===== config.mk =====
export PLATFORM = sky130hd
export DESIGN_NAME = uart_rx_fifo
export DESIGN_NICKNAME = d
export VERILOG_FILES = /design/src/rtl/uart_rx_fifo.sv
export SDC_FILE = /design/constraint.sdc
export NUM_CORES = 1
export LEC_CHECK = 0
export BUFFER_PORTS_ARGS = -buffer_cell sky130_fd_sc_hd__buf_2
export CAP_MARGIN = 0
export CELL_PAD_IN_SITES_DETAIL_PLACEMENT = 1
export CELL_PAD_IN_SITES_GLOBAL_PLACEMENT = 1
export CORE_MARGIN = 3
export CORE_UTILIZATION = 53
export DETAILED_ROUTE_END_ITERATION = 10
export HOLD_SLACK_MARGIN = 0.1
export PLACE_DENSITY_LB_ADDON = 0.1
export SYNTH_ARGS = -nofsm -noshare
export SYNTH_HDL_FRONTEND = slang
export SYNTH_SLANG_ARGS = --single-unit
export TNS_END_PERCENT = 100

===== constraint.sdc =====
create_clock -name clk -period 3.33 [get_ports clk]
set_input_delay 0 -clock clk [delete_from_list [all_inputs] [get_ports clk]]
set_output_delay 0 -clock clk [all_outputs]
set_load 0.01 [all_outputs]

===== src/rtl/uart_rx_fifo.sv =====
// UART receiver: 2-flop synchroniser, oversampling frame FSM with framing/break handling, show-ahead FIFO.
// Define UART_RX_PARITY_EN to receive and check an even parity bit after the data bits.
module uart_rx_fifo #(
  parameter int unsigned CLKS_PER_BIT = 868,
  parameter int unsigned DATA_BITS    = 8,
  parameter int unsigned FIFO_DEPTH   = 16
) (
  input  logic                          clk,
  input  logic                          reset,
  input  logic                          rx_serial,
  input  logic                          rx_ready,
  input  logic                          err_clear,
  output logic                          rx_valid,
  output logic [DATA_BITS-1:0]          rx_data,
  output logic [DATA_BITS-1:0]          last_byte,
  output logic                          byte_strobe,
  output logic [$clog2(FIFO_DEPTH):0]   fifo_count,
  output logic                          overflow,
  output logic                          frame_error,
  output logic                          parity_error
);

  localparam int unsigned CNT_W = $clog2(CLKS_PER_BIT);
  localparam int unsigned BIT_W = $clog2(DATA_BITS);
  localparam int unsigned AW    = $clog2(FIFO_DEPTH);
  localparam int unsigned CW    = AW + 1;
  localparam int unsigned HALF  = (CLKS_PER_BIT - 1) / 2;
  localparam int unsigned LAST  = CLKS_PER_BIT - 1;

  typedef enum logic [2:0] {
    S_IDLE, S_START, S_DATA, S_PARITY, S_STOP, S_BREAK
  } state_e;

  state_e               state_q, state_d;
  logic                 sync1_q, rxs_q;
  logic [CNT_W-1:0]     cnt_q, cnt_d;
  logic [BIT_W-1:0]     bit_q, bit_d;
  logic [DATA_BITS-1:0] shift_q, shift_d;
  logic                 good_c, ferr_c;
`ifdef UART_RX_PARITY_EN
  logic                 par_bad_q, par_bad_d;
  logic                 perr_c;
  logic                 parity_error_q;
`endif

  logic [DATA_BITS-1:0] mem_q [FIFO_DEPTH];
  logic [AW-1:0]        wr_ptr_q, rd_ptr_q;
  logic [CW-1:0]        count_q, count_d;
  logic                 rx_valid_q, byte_strobe_q;
  logic [DATA_BITS-1:0] last_byte_q;
  logic                 overflow_q, frame_error_q;
  logic                 full_c, pop_c, push_c, drop_c;

  // Synchroniser and FSM state register
  always_ff @(posedge clk or posedge reset) begin
    if (reset) begin
      sync1_q <= 1'b1;
      rxs_q   <= 1'b1;
      state_q <= S_IDLE;
      cnt_q   <= '0;
      bit_q   <= '0;
      shift_q <= '0;
`ifdef UART_RX_PARITY_EN
      par_bad_q <= 1'b0;
`endif
    end else begin
      sync1_q <= rx_serial;
      rxs_q   <= sync1_q;
      state_q <= state_d;
      cnt_q   <= cnt_d;
      bit_q   <= bit_d;
      shift_q <= shift_d;
`ifdef UART_RX_PARITY_EN
      par_bad_q <= par_bad_d;
`endif
    end
  end

  // Next-state: bit timing counts from mid-start so every later sample lands mid-bit
  always_comb begin
    state_d = state_q;
    cnt_d   = cnt_q + CNT_W'(1);
    bit_d   = bit_q;
    shift_d = shift_q;
`ifdef UART_RX_PARITY_EN
    par_bad_d = par_bad_q;
`endif
    case (state_q)
      S_IDLE: begin
        cnt_d = '0;
        if (!rxs_q) state_d = S_START;
      end
      S_START: begin
        if (cnt_q == CNT_W'(HALF)) begin
          cnt_d   = '0;
          bit_d   = '0;
          state_d = rxs_q ? S_IDLE : S_DATA;
        end
      end
      S_DATA: begin
        if (cnt_q == CNT_W'(LAST)) begin
          cnt_d          = '0;
          shift_d[bit_q] = rxs_q;
          if (bit_q == BIT_W'(DATA_BITS - 1)) begin
`ifdef UART_RX_PARITY_EN
            state_d = S_PARITY;
`else
            state_d = S_STOP;
`endif
          end else begin
            bit_d = bit_q + BIT_W'(1);
          end
        end
      end
`ifdef UART_RX_PARITY_EN
      S_PARITY: begin
        if (cnt_q == CNT_W'(LAST)) begin
          cnt_d     = '0;
          par_bad_d = ^{shift_q, rxs_q};
          state_d   = S_STOP;
        end
      end
`endif
      S_STOP: begin
        if (cnt_q == CNT_W'(LAST)) begin
          cnt_d   = '0;
          state_d = rxs_q ? S_IDLE : S_BREAK;
        end
      end
      S_BREAK: begin
        cnt_d = '0;
        if (rxs_q) state_d = S_IDLE;
      end
      default: state_d = S_IDLE;
    endcase
  end

  // Frame outcome events
  always_comb begin
    good_c = 1'b0;
    ferr_c = 1'b0;
`ifdef UART_RX_PARITY_EN
    perr_c = 1'b0;
`endif
    if (cnt_q == CNT_W'(LAST)) begin
      case (state_q)
        S_STOP: begin
          if (rxs_q) begin
`ifdef UART_RX_PARITY_EN
            good_c = ~par_bad_q;
`else
            good_c = 1'b1;
`endif
          end else begin
            ferr_c = 1'b1;
          end
        end
`ifdef UART_RX_PARITY_EN
        S_PARITY: perr_c = ^{shift_q, rxs_q};
`endif
        default: ;
      endcase
    end
  end

  // FIFO control: a pop frees the slot a full-FIFO push writes into
  always_comb begin
    full_c  = (count_q == CW'(FIFO_DEPTH));
    pop_c   = rx_valid_q & rx_ready;
    push_c  = good_c & (~full_c | pop_c);
    drop_c  = good_c & full_c & ~pop_c;
    count_d = count_q + CW'(push_c) - CW'(pop_c);
  end

  always_ff @(posedge clk) begin
    if (push_c) mem_q[wr_ptr_q] <= shift_q;
  end

  always_ff @(posedge clk or posedge reset) begin
    if (reset) begin
      wr_ptr_q      <= '0;
      rd_ptr_q      <= '0;
      count_q       <= '0;
      rx_valid_q    <= 1'b0;
      byte_strobe_q <= 1'b0;
      last_byte_q   <= '0;
      overflow_q    <= 1'b0;
      frame_error_q <= 1'b0;
`ifdef UART_RX_PARITY_EN
      parity_error_q <= 1'b0;
`endif
    end else begin
      if (push_c) wr_ptr_q <= wr_ptr_q + AW'(1);
      if (pop_c)  rd_ptr_q <= rd_ptr_q + AW'(1);
      count_q       <= count_d;
      rx_valid_q    <= (count_d != '0);
      byte_strobe_q <= good_c;
      if (good_c) last_byte_q <= shift_q;
      overflow_q    <= (overflow_q & ~err_clear) | drop_c;
      frame_error_q <= (frame_error_q & ~err_clear) | ferr_c;
`ifdef UART_RX_PARITY_EN
      parity_error_q <= (parity_error_q & ~err_clear) | perr_c;
`endif
    end
  end

  assign rx_valid    = rx_valid_q;
  assign rx_data     = rx_valid_q ? mem_q[rd_ptr_q] : '0;
  assign last_byte   = last_byte_q;
  assign byte_strobe = byte_strobe_q;
  assign fifo_count  = count_q;
  assign overflow    = overflow_q;
  assign frame_error = frame_error_q;
`ifdef UART_RX_PARITY_EN
  assign parity_error = parity_error_q;
`else
  assign parity_error = 1'b0;
`endif

endmodule


==> impl_metrics.env <==
export IMPL_rsz0062_at_grt="no"
export IMPL_cts_tree="done"
export IMPL_finalCriticalPeriod_ps=3070
export IMPL_routed_via_density=5.95
export IMPL_cp_num_buf_inv=0
export IMPL_grt_max_degree=52
export IMPL_critical_path_arrival_ps=3390
export IMPL_vias=4007
export IMPL_ant_nets=0
export IMPL_syn_area_per_cell_sq_um=16.8
export IMPL_drt_first_pass_iters=5
export IMPL_drv_cap=0
export IMPL_post_drt_wl_per_cell_microns=24.6
export IMPL_worstHoldPathCells=2
export IMPL_crit_chain="ha_1 -> and4bb_2 -> nand4_1 -> nand3_1 -> nand2_1 -> ha_1 -> fa_1 -> xor2_1 -> or3_1 -> or3_1"
export IMPL_clk_pin_slew_worst_paths_ps=70
export IMPL_drcViolationCount=0
export IMPL_insertion_delay_ps=430
export IMPL_crit_fanout=6
export IMPL_fmax_mhz=325
export IMPL_crit_type="reg2reg"
export IMPL_gp_congestion=0.785
export IMPL_finalSetupViolations=0
export IMPL_hold_path_class="in2reg"
export IMPL_final_common_cell="edfxtp_1"
export IMPL_grt_ovfl_total=0
export IMPL_dieArea_sq_um=15700
export IMPL_reg2reg_slack_ps=260
export IMPL_use_met2=0.363
export IMPL_gr_usage_all_layers=0.228
export IMPL_layout_drive_gt1_share=0.256
export IMPL_grt_antenna_before_repair=0
export IMPL_cts_sinks=179
export IMPL_clk_path_buf_depth=2
export IMPL_power_leakage_uw=0.00358
export IMPL_met1_usage=0.307
export IMPL_ctsHtreeMaxLevel=4
export IMPL_diodes=0
export IMPL_yosysUniqueCellTypes=51
export IMPL_cts_root_buf="clkbuf_16"
export IMPL_cp_slowest_stage_delay_ps=420
export IMPL_numCtsBuffers=17
export IMPL_syn_inst=449
export IMPL_syn2layout_area_growth_pct=13.4
export IMPL_post_cts_buffers=0
export IMPL_outcome="complete, no violations"
export IMPL_gr_usage_met3=0.0580
export IMPL_ys_ff_latch=179
export IMPL_seq_area_frac_synth=0.680
export IMPL_slew_headroom=0.290
export IMPL_reg2reg_depth=10
export IMPL_crit_cells=10
export IMPL_maxSlewViolCount=0
export IMPL_critPathRequiredTime_ps=3640
export IMPL_dp_hpwl_mm=10.2
export IMPL_synthFlopType="edfxtp_1"
export IMPL_slowest_stage="fa_1"
export IMPL_start_util=0.556
export IMPL_drtIter0Drc=283
export IMPL_busiest_layer="met2"
export IMPL_yosysWarnings=0
export IMPL_core_area_sq_um=13600
export IMPL_finalWirelength_mm=16.5
export IMPL_die_w_microns=125
export IMPL_grt_pass1_vias=4519
export IMPL_synthArstFlopShare=0.285
export IMPL_synth_edf_count=128
export IMPL_nNetsFinal=504
export IMPL_crit_path_end_kind="register"
export IMPL_finalHoldViolCount=0
export IMPL_netlist_area_sq_um=7540
export IMPL_min_to="sync1_q"
export IMPL_r2r_end="rx_valid"
export IMPL_finClkSkew_ps=16.1
export IMPL_numPortBuffers=29
export IMPL_tns_ps=0
export IMPL_vdd_ir_drop_max_uv=423
export IMPL_ioPinCount=31
export IMPL_fin_crit_sh=0.923
export IMPL_p_per_area_nw_per_um2=660
export IMPL_std_cell_rows=42
export IMPL_synth_nets=469
export IMPL_worstMarginPinSlew_ps=1060
export IMPL_layout_common_cells="edfxtp_1 (128), dfrtp_1 (48), nand2_1 (33)"
export IMPL_min_from="rx_serial"
export IMPL_die_y_microns=125
export IMPL_nFillCells=1209
export IMPL_path_delay_family="simple AND/OR/NAND/NOR gates"
export IMPL_totalPowerFinal_uw=5640
export IMPL_r2r_start="cnt_q[0]"
export IMPL_grt_pass1_wl_mm=26.7
export IMPL_start_kind="register"
## worst reg2reg max path, stage by stage (launching register included)
cell and delay (ps):
dfrtp_1 400, ha_1 250, and4bb_2 320, nand4_1 240, nand3_1 240, nand2_1 80
ha_1 210, fa_1 420, xor2_1 190, or3_1 300, or3_1 300
## synth_stat cells, types with 3 or more instances
cell type,instances,area [sq um]
dfrtp_1,49,1230
buf_1,5,18.8
nand4_1,10,62.6
and3_1,15,93.8
xnor2_1,9,78.8
nand3_1,12,60.1
mux2_2,11,124
mux2i_1,18,180
mux4_2,32,721
a21oi_1,3,15.0
inv_1,11,41.3
and4bb_2,3,37.5
nand2_1,33,124
ha_1,14,175
xor2_1,9,78.8
nor2_1,17,63.8
and4_1,3,26.3
buf_4,3,22.5
and2_1,3,18.8
buf_2,7,35.0
clkbuf_1,6,22.5
o22ai_1,8,50.1
edfxtp_1,128,3840
nor2b_1,5,31.3
## logic make-up after synthesis
family | after synthesis | share of synthesized area
AND/OR/NAND/NOR | 118 | 0.0923
flip-flops | 179 | 0.680
multiplexers | 61 | 0.136
AO/OA/AOI/OAI | 22 | 0.0244
buffers and inverters | 35 | 0.0204
other | 1 | 0.000498
XOR/XNOR | 18 | 0.0209
adder cells (fa/ha/maj) | 15 | 0.0259
## worst max path at each step
stage | endpoint | startpoint | slack [ps]
finish | rx_valid | cnt_q[0] | 260
global route | rx_valid | cnt_q[0] | 60
CTS | rx_valid | cnt_q[0] | 220
detailed placement | rx_valid | cnt_q[0] | 240
global placement | rx_valid | cnt_q[0] | 380
floorplan | rx_valid | cnt_q[0] | 420
## area by class of cell
type	count	area [sq um]	area share
sequential	179	5120	0.599
multi-input combinational	235	2260	0.264
clock buffer	18	429	0.0502
timing repair buffer	39	243	0.0284
clock inverter	14	226	0.0265
tap	176	220	0.0258
inverter	12	45.0	0.00527
## stage by stage
step	util	hold slack, ps	area, sq um	cells	setup slack [ps]
finish	0.630	211	8550	673	257
global route	0.630	214	8550	673	59.7
CTS	0.630	184	8550	673	222
detailed placement	0.579	107	7850	637	239
global placement	0.579	109	7850	637	383
floorplan	-	4.48	7540	449	420
## registers in the layout, summed over array words and instances, names as in the netlist
register     flops
bit_q            3
byte_strobe      1
cnt_q           10
fifo_count       5
frame_error      1
last_byte        8
mem_q          128
overflow         1
rd_ptr_q         4
rx_valid         1
rxs_q            1
shift_q          8
state_q          3
sync1_q          1
wr_ptr_q         4
## report_power, final
part / leakage [uW] / internal (uW) / switching [uW]
logic: 0.00112 / 401 / 437
registers: 0.00215 / 2440 / 166
clock network: 0.000312 / 1340 / 860
## metal layers
layer	wire (microns)	part of all wire
met1	6730	0.41
met2	8630	0.52
met3	888	0.054
met4	298	0.018
met5	0	0
## repair_timing
action / 4_1_cts / 5_1_grt
hold buffers: 4 / 0
setup endpoints to repair: 0 / 0
hold endpoints to repair: 56 / 0
resized for setup: 0 / 0
Power figures use the tool's default switching activity.
